## src/rtl/clyde_pkg.sv

```systemverilog
// Shared Clyde-128 L-box constants plus the rotate and forward L-box helpers
// used by the inverse datapath, its benches and its assertions.
package clyde_pkg;

    localparam int WORD_W = 32;

    // Forward L-box rotation amounts (all rotate-right)
    localparam int FWD_R0 = 12;
    localparam int FWD_R1 = 3;
    localparam int FWD_R2 = 17;
    localparam int FWD_R3 = 31;
    localparam int FWD_R4 = 26;
    localparam int FWD_R5 = 25;
    localparam int FWD_R6 = 15;

    // Inverse L-box rotation amounts (all rotate-right)
    localparam int INV_R0 = 25;
    localparam int INV_R1 = 31;
    localparam int INV_R2 = 20;
    localparam int INV_R3 = 26;
    localparam int INV_R4 = 17;
    localparam int INV_R5 = 16;

    function automatic logic [WORD_W-1:0] rotr(input logic [WORD_W-1:0] v,
                                               input int unsigned      k);
        return (v >> k) | (v << (WORD_W - k));
    endfunction

    // Forward map F; returns {a, b}
    function automatic logic [2*WORD_W-1:0] lbox_fwd(input logic [WORD_W-1:0] x,
                                                     input logic [WORD_W-1:0] y);
        logic [WORD_W-1:0] a, b, c, d;
        a = x ^ rotr(x, FWD_R0);
        b = y ^ rotr(y, FWD_R0);
        a = a ^ rotr(a, FWD_R1);
        b = b ^ rotr(b, FWD_R1);
        a = a ^ rotr(x, FWD_R2);
        b = b ^ rotr(y, FWD_R2);
        c = a ^ rotr(a, FWD_R3);
        d = b ^ rotr(b, FWD_R3);
        a = a ^ rotr(d, FWD_R4) ^ rotr(c, FWD_R6);
        b = b ^ rotr(c, FWD_R5) ^ rotr(d, FWD_R6);
        return {a, b};
    endfunction

endpackage

```

## src/rtl/lbox_inv_comb.sv

```systemverilog
// Purely combinational inverse Clyde-128 L-box G; XOR/rotate network only,
// shared with the unmasked reference core.
module lbox_inv_comb
    import clyde_pkg::*;
(
    input  logic [WORD_W-1:0] x,
    input  logic [WORD_W-1:0] y,
    output logic [WORD_W-1:0] a,
    output logic [WORD_W-1:0] b
);

    logic [WORD_W-1:0] ta, tb, tc, td;
    logic [WORD_W-1:0] ua, ub, uc, ud;
    logic [WORD_W-1:0] va, vb;

    assign ta = x ^ rotr(x, INV_R0);
    assign tb = y ^ rotr(y, INV_R0);
    assign tc = x ^ rotr(ta, INV_R1) ^ rotr(ta, INV_R2);
    assign td = y ^ rotr(tb, INV_R1) ^ rotr(tb, INV_R2);

    // The two halves cross-couple here, undoing the d/c mixing of F
    assign ua = tc ^ rotr(tc, INV_R1);
    assign ub = td ^ rotr(td, INV_R1);
    assign uc = tc ^ rotr(ub, INV_R3);
    assign ud = td ^ rotr(ua, FWD_R5);
    assign va = ua ^ rotr(uc, INV_R4);
    assign vb = ub ^ rotr(ud, INV_R4);

    assign a = rotr(va, INV_R5);
    assign b = rotr(vb, INV_R5);

endmodule

```

## src/rtl/clyde_lbox_inv_stream.sv

```systemverilog
// Elastic streaming inverse L-box with share/pair frame tagging.
// Define CLYDE_LBOX_INV_OUTREG_EN to add a second register stage after G.
module clyde_lbox_inv_stream
    import clyde_pkg::*;
#(
    parameter int NSHARES = 2,
    parameter int SHW     = 3
) (
    input  logic              clk,
    input  logic              rst_n,
    input  logic              flush,
    input  logic              in_valid,
    output logic              in_ready,
    input  logic [WORD_W-1:0] in_x,
    input  logic [WORD_W-1:0] in_y,
    output logic              out_valid,
    input  logic              out_ready,
    output logic [WORD_W-1:0] out_x,
    output logic [WORD_W-1:0] out_y,
    output logic [SHW-1:0]    out_share,
    output logic              out_pair,
    output logic              out_last
);

    localparam logic [SHW-1:0] LAST_SHARE = SHW'(NSHARES - 1);

    logic [WORD_W-1:0] g_x, g_y;
    logic              s1_valid;
    logic [WORD_W-1:0] s1_x, s1_y;
    logic [SHW-1:0]    share_q;
    logic              pair_q;

    lbox_inv_comb u_lbox_inv (
        .x (in_x),
        .y (in_y),
        .a (g_x),
        .b (g_y)
    );

`ifdef CLYDE_LBOX_INV_OUTREG_EN
    logic              s2_valid;
    logic              s2_ready;
    logic [WORD_W-1:0] s2_x, s2_y;

    assign s2_ready = !s2_valid || out_ready;
    assign in_ready = !flush && (!s1_valid || s2_ready);

    always_ff @(posedge clk or negedge rst_n) begin
        if (!rst_n) begin
            s1_valid <= 1'b0;
            s1_x     <= '0;
            s1_y     <= '0;
        end else if (flush) begin
            s1_valid <= 1'b0;
        end else if (in_valid && in_ready) begin
            s1_valid <= 1'b1;
            s1_x     <= g_x;
            s1_y     <= g_y;
        end else if (s2_ready) begin
            s1_valid <= 1'b0;
        end
    end

    always_ff @(posedge clk or negedge rst_n) begin
        if (!rst_n) begin
            s2_valid <= 1'b0;
            s2_x     <= '0;
            s2_y     <= '0;
        end else if (flush) begin
            s2_valid <= 1'b0;
        end else if (s2_ready) begin
            s2_valid <= s1_valid;
            if (s1_valid) begin
                s2_x <= s1_x;
                s2_y <= s1_y;
            end
        end
    end

    assign out_valid = s2_valid;
    assign out_x     = s2_x;
    assign out_y     = s2_y;
`else
    assign in_ready = !flush && (!s1_valid || out_ready);

    always_ff @(posedge clk or negedge rst_n) begin
        if (!rst_n) begin
            s1_valid <= 1'b0;
            s1_x     <= '0;
            s1_y     <= '0;
        end else if (flush) begin
            s1_valid <= 1'b0;
        end else if (in_valid && in_ready) begin
            s1_valid <= 1'b1;
            s1_x     <= g_x;
            s1_y     <= g_y;
        end else if (out_ready) begin
            s1_valid <= 1'b0;
        end
    end

    assign out_valid = s1_valid;
    assign out_x     = s1_x;
    assign out_y     = s1_y;
`endif

    // Frame position of the pair on the output; a flushed transfer never counts
    always_ff @(posedge clk or negedge rst_n) begin
        if (!rst_n) begin
            share_q <= '0;
            pair_q  <= 1'b0;
        end else if (flush) begin
            share_q <= '0;
            pair_q  <= 1'b0;
        end else if (out_valid && out_ready) begin
            pair_q <= !pair_q;
            if (pair_q) begin
                share_q <= (share_q == LAST_SHARE) ? '0 : share_q + SHW'(1);
            end
        end
    end

    assign out_share = share_q;
    assign out_pair  = pair_q;
    assign out_last  = out_valid && (share_q == LAST_SHARE) && pair_q;

endmodule

```

## config.mk

```make
export PLATFORM = sky130hd
export DESIGN_NAME = clyde_lbox_inv_stream
export DESIGN_NICKNAME = d
export VERILOG_FILES = /design/src/rtl/clyde_pkg.sv /design/src/rtl/lbox_inv_comb.sv /design/src/rtl/clyde_lbox_inv_stream.sv
export SDC_FILE = /design/constraint.sdc
export NUM_CORES = 1
export LEC_CHECK = 0
export CORE_ASPECT_RATIO = 2
export CORE_MARGIN = 4
export CORE_UTILIZATION = 54
export DETAILED_ROUTE_END_ITERATION = 12
export GPL_TIMING_DRIVEN = 1
export PLACE_DENSITY = 0.81
export SYNTH_ARGS = -nofsm -noshare
export SYNTH_HDL_FRONTEND = slang
export SYNTH_HIERARCHICAL = 1
export SYNTH_SLANG_ARGS = --single-unit
```

## constraint.sdc

```tcl
create_clock -name clk -period 2.31 [get_ports clk]
set_clock_uncertainty 0.15 [all_clocks]
set_input_delay 0.462 -clock clk [delete_from_list [all_inputs] [get_ports clk]]
set_output_delay 0.462 -clock clk [all_outputs]
set_load 0.05 [all_outputs]
```

# After elaboration in Yosys (flattened, before gate mapping)
# Cells that the tools add are included.
# op_classes
n_addsub	1
eq_ne	1
mux	9
n_bitwise	27
n_reduce_logical	14
# op_table
operator	n
$xor A32 B32 Y32	12
$or A1 B32 Y32	4
$or A7 B32 Y32	3
$or A12 B32 Y32	2
$or A15 B32 Y32	2
$or A16 B32 Y32	2
$or A6 B32 Y32	1
$mux W3	4
$logic_and A1 B1 Y1	5
$mux W1	5
$reduce_and A2 Y1	2
$reduce_bool A2 Y1	2
$add A3 B1 Y3 const B	1
$eq A3 B1 Y1 const B	1
$logic_not A1 Y1	3
$reduce_bool A3 Y1	1
$logic_or A1 B1 Y1	1
$not A1 Y1	1
# totals
ff_bits	69

# Logic depth before layout (Yosys ltp)
# Gate-level depths: netlist (run 1).
# depth
word_depth	12
depth_mapped	5

# Modules after synthesis
# The synthesis (run 1) kept the hierarchy.
# modules_own_cells
module	n_inst	cells_each	area_each_um2	seq_area_each_um2
lbox_inv_comb	1	274	4434.3	0.0
clyde_lbox_inv_stream	1	161	2929.1	1726.7

# Worst setup path before layout (run 1)
# No wires, ideal clock.
# synth_path
path_kind	input to register
startpoint	input in_y[0]
endpoint	register s1_y[17] (netlist: out_y[17])
setup_ns	0.125
t_arrival_ns	2.021
required_time_ns	2.035
path_slack_ns	0.014
stages	5
n_path_buf	0
cell_sequence	xor2_1 xnor3_1 xnor2_1 xnor3_1 mux2_4
# synth_via
elab_chain_cells	7
word_cells_on_any_way	8
# synth_lines
item	line	source
start: declaration	clyde_lbox_inv_stream.sv:15	input logic [WORD_W-1:0] in_y,
$xor A32 B32 Y32	lbox_inv_comb.sv:17	assign tb = y ^ rotr(y, INV_R0);
$or A1 B32 Y32	clyde_pkg.sv:26	return (v >> k) | (v << (WORD_W - k));
$xor A32 B32 Y32 * (2 in a row)	lbox_inv_comb.sv:19	assign td = y ^ rotr(tb, INV_R1) ^ rotr(tb, INV_R2);
$xor A32 B32 Y32 *	lbox_inv_comb.sv:23	assign ub = td ^ rotr(td, INV_R1);
$xor A32 B32 Y32 *	lbox_inv_comb.sv:27	assign vb = ub ^ rotr(ud, INV_R4);
$or A16 B32 Y32 *	clyde_pkg.sv:26	
named net g_y[17]	clyde_lbox_inv_stream.sv:27	logic [WORD_W-1:0] g_x, g_y;
end signal: assignment	clyde_lbox_inv_stream.sv:96	s1_y <= g_y;
end: declaration	clyde_lbox_inv_stream.sv:29	logic [WORD_W-1:0] s1_x, s1_y;
# The timed path passes the listed nets; every way through them passes the cells marked *.
# A chain may end at the register's enable or synchronous reset.

# Worst setup path in the final report (run 1)
# layout_path
startpoint	input in_x[4]
endpoint	register s1_y[18] (netlist: out_y[18])
# layout_via
elab_chain_cells	11
# layout_lines
item	line	source
start: declaration	clyde_lbox_inv_stream.sv:14	input logic [WORD_W-1:0] in_x,
$or A7 B32 Y32	clyde_pkg.sv:26	
$xor A32 B32 Y32	lbox_inv_comb.sv:16	assign ta = x ^ rotr(x, INV_R0);
$or A1 B32 Y32	clyde_pkg.sv:26	
$xor A32 B32 Y32 (2 in a row)	lbox_inv_comb.sv:18	assign tc = x ^ rotr(ta, INV_R1) ^ rotr(ta, INV_R2);
$xor A32 B32 Y32	lbox_inv_comb.sv:22	assign ua = tc ^ rotr(tc, INV_R1);
$or A7 B32 Y32	clyde_pkg.sv:26	
$xor A32 B32 Y32	lbox_inv_comb.sv:25	assign ud = td ^ rotr(ua, FWD_R5);
$or A15 B32 Y32	clyde_pkg.sv:26	
$xor A32 B32 Y32	lbox_inv_comb.sv:27	
$or A16 B32 Y32	clyde_pkg.sv:26	
named net g_y[18]	clyde_lbox_inv_stream.sv:27	
# The timed path passes the listed nets, and every way through them passes these cells.

==> impl_metrics.ini, run 1 <==
[timing]
rsz0062_at_grt = true
period_share_pct = 107
relSlewSlack_pct = 62.4
worstMarginPinSlew_ps = 562
hold_viol_final = 28
holdWs_ps = -38.8
slew_violations = 0
final.setup.worst_slack_ps = -171
min_period_ps = 2480
setup_viol = 36
max_clock_freq_mhz = 403
finalSetupTns_ps = -1550

[clock_tree]
cts_made_buffers = 9
hold_buffers = 0
path_clk_slew_ps = 70
clockBufferDepth = 2
cts.sink_count = 69
cts_tree = yes
cts_root_buf = clkbuf_16
htreeDepth = 3
insertion_delay_ps = 350

[die]
dieArea_sq_mm = 0.0157
start_util_pct = 54.8
die_h_microns = 173
coreArea_sq_mm = 0.0134
die_x_microns = 90.6
rows = 60
top_level_ports = 140

[logic_synthesis]
syn-instance-count = 435
syn-cell-area_sq_mm = 0.00736
ys_warn_count = 6
synth_nets = 504
synth-seq-area-share_pct = 23.4
syn_avg_cell_area_sq_um = 16.9
ys_ff_latch = 69
synth.distinct_cells = 24

[global_route]
grt_overflow = 0
grt_usage_pct = 38.2
antenna_found_initial = 0
grt_pass1_vias = 6520
grt_pass1_wl_mm = 42.9
grt_max_degree = 70

[setup_path]
critPathLaunchType = input pin
slowest_stage = xnor3_1
setup.worst_path.end_class = flop
r2r_slack_ps = 420
max_stage_delay_ps = 410
crit_fanout = 3
worstSetupPathType = input pin to flop
arrival_ps = 2570
cp_top_family = XOR/XNOR gates
cp_common_cell = buf_4
crit_path_cell_trace = buf_2 > buf_4 > xnor3_1 > xor2_2 > buf_4 > xor2_2 > buf_4 > xnor3_1 > mux2_4
worstRegToRegCells = 5
critical_path_depth = 9
cp_num_buf_inv = 4
cp.required_ps = 2400

[cells_and_area]
nets = 910
antenna_cells = 0
drive_gt1_share_pct = 68.4
final_cell_mix = 212 x buf_4, 74 x xnor3_1, 72 x clkdlybuf4s50_1, 69 x dfrtp_1
syn_to_final_growth_pct = 72.3
final_common_cell = buf_4

[power_and_ir_drop]
p_int_uw = 9760
net-switching-power_uw = 7700
power.share.combinational_pct = 77.9
seqPwrFrac_pct = 13.2
p_leak_uw = 0.00642
swShare_pct = 44.1
clkPwrFrac_pct = 8.9
ir_drop_mv = 1.56
p_per_area_mw_per_mm2 = 1380
power_uw = 17500

[worst_hold_path]
hold_class = input pin to async pin

[route]
drt_iter0_drc = 571
drc = 0
postRouteWirelength_mm = 34.7
drt-pass1-iter-count = 4
antenna_left = 0
avgViaCountPerCell = 6.02
wl_per_cell_microns = 34.7
vias = 6022

[run_status]
violations = negative hold slack, negative setup slack
status = complete, but fails checks

[placed_design]
io_buffers = 139
dp_hpwl_mm = 18.5
post-place-ws_ps = -897
gp_congestion = 0.977

[flow_run]
maxCapViolations = 0
==> area by class of cell <==
type	count	area [sq um]
multi-input cells	358	6910
flip-flops and latches	69	1730
fillers	308	751
inverters	1	3.75
clock inverters	4	72.6
well taps	155	194
clock buffers	12	236
repair buffers	402	3540
==> final timing paths <==
check	startpoint	to
hold / removal	rst_n	out_x[11]
max in group asynchronous	rst_n	out_y[8]
min in group clk	out_x[15]	out_x[15]
setup / recovery	in_x[4]	out_y[18]
setup reg to reg	out_valid	out_x[0]
hold reg to reg	out_x[15]	out_x[15]
==> flip-flops by register name, indices dropped and copies added (netlist names) <==
register / cells
out_y: 32
out_share: 3
out_x: 32
out_pair: 1
out_valid: 1
==> worst register-to-register path, delay by kind of cell, from the launching register on <==
| kind | cells | cell delay (ps) |
|---|---|---|
| flip-flops | 1 | 470 |
| buffers and inverters | 2 | 410 |
| AND/OR/NAND/NOR | 2 | 400 |
| multiplexers | 1 | 340 |
==> cell families (layout without fill, tap and decap cells) <==
logic type | Yosys count | after routing | synth area share [%]
compound gates | 3 | 3 | 0.204
xor+xnor | 276 | 276 | 60.5
buf+inv | 8 | 419 | 1.84
flops | 69 | 69 | 23.4
mux | 64 | 64 | 12.8
simple gates | 15 | 15 | 1.21
==> per-layer routing <==
metal | global-route usage, % | vias up | routed length, microns
met2 | 68.9 | 444 | 18300
met4 | 28.4 | 0 | 3550
met3 | 7.75 | 200 | 2190
met1 | 37.6 | 3094 | 10700
met5 | 0 | - | 0
li1 | - | 2284 | -
==> repair_timing <==
action                                  in CTS  in global routing
pin swaps                                  124                 92
cloned                                       0                  0
setup buffers                               55                 28
endpoints found under the setup margin      64                 61
resized for setup                          405                152
==> power groups by stage <==
| stage | Clock (uW) | Combinational [uW] | Sequential [uW] |
|---|---|---|---|
| 2_1_floorplan | 0 | 5200 | 4160 |
| 3_3_place_gp | 0 | 10700 | 2170 |
| 3_5_place_dp | 0 | 10900 | 2200 |
| 4_1_cts | 1490 | 12200 | 2200 |
| 5_1_grt | 1610 | 13800 | 2340 |
| 6_report | 1550 | 13600 | 2310 |
==> metrics by stage <==
stage | cells | utilization, % | area [sq um]
after global routing | 1001 | 94.4 | 12700
after CTS | 977 | 89.6 | 12000
after floorplan | 435 | - | 7360
final | 1001 | 94.4 | 12700
after global placement | 913 | 76.9 | 10300
after detailed placement | 913 | 76.9 | 10300
==> synthesized netlist by cell type, drive strengths merged <==
library cell	instances	share of area [%]
nor2	6	0.31
nand2	2	0.10
or3b	1	0.12
nor2b	1	0.19
xor3	3	0.97
inv	1	0.051
xnor2	64	11
nand3	1	0.068
o21ai	1	0.068
or3	1	0.085
xnor3	125	38
a21oi	2	0.14
dfrtp	69	23
nor3b	1	0.17
nand4	2	0.17
buf	7	1.8
mux2	64	13
xor2	84	11
Power figures use the tool's default switching activity.
==> run 2: changes to the inputs <==
--- a/config.mk
+++ b/config.mk
@@ -6,7 +6,7 @@
 export NUM_CORES = 1
 export LEC_CHECK = 0
 export CORE_ASPECT_RATIO = 2
-export CORE_MARGIN = 4
+export CORE_MARGIN = 8
 export CORE_UTILIZATION = 54
 export DETAILED_ROUTE_END_ITERATION = 12
 export GPL_TIMING_DRIVEN = 1
==> impl_metrics.ini, run 2 (synthesis results as in run 1) <==
[run_status]
violations = negative setup slack
status = complete, but fails checks

[timing]
final.setup.worst_slack_ps = -142
setup_viol = 44
slew_violations = 0
finalSetupTns_ps = -2170
worstMarginPinSlew_ps = 607
min_period_ps = 2450
max_clock_freq_mhz = 408
relSlewSlack_pct = 59.5
period_share_pct = 106
hold_viol_final = 0
rsz0062_at_grt = true

[power_and_ir_drop]
power_uw = 17500
ir_drop_mv = 1.23
p_per_area_mw_per_mm2 = 1390
p_leak_uw = 0.00639

[route]
drt-pass1-iter-count = 5
drc = 0
antenna_left = 0
drt_iter0_drc = 469
vias = 6032
postRouteWirelength_mm = 36.8
avgViaCountPerCell = 6.10
wl_per_cell_microns = 37.2

[setup_path]
crit_path_cell_trace = clkdlybuf4s15_1 > xor2_1 > buf_4 > xnor3_2 > buf_4 > xnor3_1 > xnor2_1 > mux2_4
worstSetupPathType = input pin to flop
worstRegToRegCells = 5
critPathLaunchType = input pin
setup.worst_path.end_class = flop
cp.required_ps = 2380
max_stage_delay_ps = 440
slowest_stage = xnor3_1
arrival_ps = 2520
crit_fanout = 3
cp_common_cell = buf_4

[die]
die_h_microns = 181
top_level_ports = 140
dieArea_sq_mm = 0.0179
rows = 60
start_util_pct = 55.1
die_x_microns = 98.6
coreArea_sq_mm = 0.0134

[global_route]
grt_max_degree = 24
grt_usage_pct = 34.4
grt_overflow = 0
antenna_found_initial = 0
grt_pass1_wl_mm = 43.9
grt_pass1_vias = 6403

[placed_design]
post-place-ws_ps = -874
dp_hpwl_mm = 19.1
gp_congestion = 0.980
dp.cells = 898
io_buffers = 139

[clock_tree]
htreeDepth = 3
clockBufferDepth = 2
insertion_delay_ps = 340
cts_root_buf = clkbuf_16
cts_tree = yes
path_clk_slew_ps = 60
cts.sink_count = 69
cts_made_buffers = 9

[cells_and_area]
final-instance-count-excl-fill = 989
final_cell_mix = 187 x buf_4, 71 x clkdlybuf4s50_1, 70 x xnor3_1, 69 x buf_6, 69 x dfrtp_1
fillers = 313
nets = 898
ff_latch_area_sq_mm = 0.00173
multi_input_area_sq_mm = 0.00681
syn_to_final_growth_pct = 71.3
drive_gt1_share_pct = 68.0
final_common_cell = buf_4
antenna_cells = 0

[worst_hold_path]
hold_class = flop to flop
holdPathStages = 1

[flow_run]
maxCapViolations = 0
==> run 2: cell types whose count changed in the layout (fill, tap and decap cells not counted), sizes merged <==
| cell | delta |
|---|---|
| buf | -20 |
| clkbuf | +4 |
| clkdlybuf4s15 | +3 |
| clkdlybuf4s50 | -1 |
| dlygate4sd2 | -1 |
| dlygate4sd3 | +1 |
| dlymetal6s2s | +1 |
| inv | +1 |
==> run 2: cell type report <==
type / instances / share of cell area, %
clock inverter: 5 / 0.645
tap: 155 / 1.54
sequential: 69 / 13.7
clock buffer: 11 / 2.00
inverter: 1 / 0.0298
multi-input combinational: 358 / 54.0
timing repair buffer: 390 / 28.1
==> run 2: worst paths after layout <==
path / startpoint / slack [ps] / end
min in group asynchronous: rst_n / 480 / out_x[4]
worst max-delay path: in_y[4] / -140 / out_x[10]
max in group asynchronous: rst_n / 860 / out_x[9]
worst min register to register: out_y[13] / 370 / out_y[13]
worst max register to register: out_valid / 400 / out_y[7]
worst min-delay path: out_y[13] / 370 / out_y[13]
==> run 2: what timing repair did <==
action                                  in CTS  in global routing
gates resized for setup                    397                164
endpoints found under the setup margin      64                 59
pin swaps                                  125                 92
hold buffers                                 1                  0
buffers inserted                            58                 34
endpoints found under the hold margin       20                  0
==> run 2: worst max-delay path: cells and delay by family <==
family	cells	cell delay, ps
xor gates and xnor gates	4	1170
buffers and inverters	3	630
muxes	1	280
==> run 2: layer usage <==
layer / wire (microns) / GRT usage (%) / vias to the layer above
met3: 2830 / 6.78 / 246
li1: - / - / 2273
met1: 11300 / 35.2 / 3015
met2: 18500 / 60.2 / 498
met5: 0 / 0 / -
met4: 4210 / 26.1 / 0
==> run 2: power by group <==
part / internal, uW / switching, uW / leakage [uW] / total, uW
Sequential: 1810 / 511 / 0.000821 / 2320
Combinational: 6870 / 6610 / 0.00541 / 13500
Clock: 1010 / 675 / 0.000162 / 1690
Total: 9690 / 7790 / 0.00639 / 17500
==> run 2: stage by stage <==
stage / area [sq um] / hold slack, ps / util [%]
after global routing: 12600 / 385 / 94.4
after detailed placement: 10200 / 332 / 76.5
final: 12600 / 372 / 94.4
after floorplan: 7360 / 16.4 / -
after CTS: 12000 / 364 / 89.5
after global placement: 10200 / 330 / 76.5
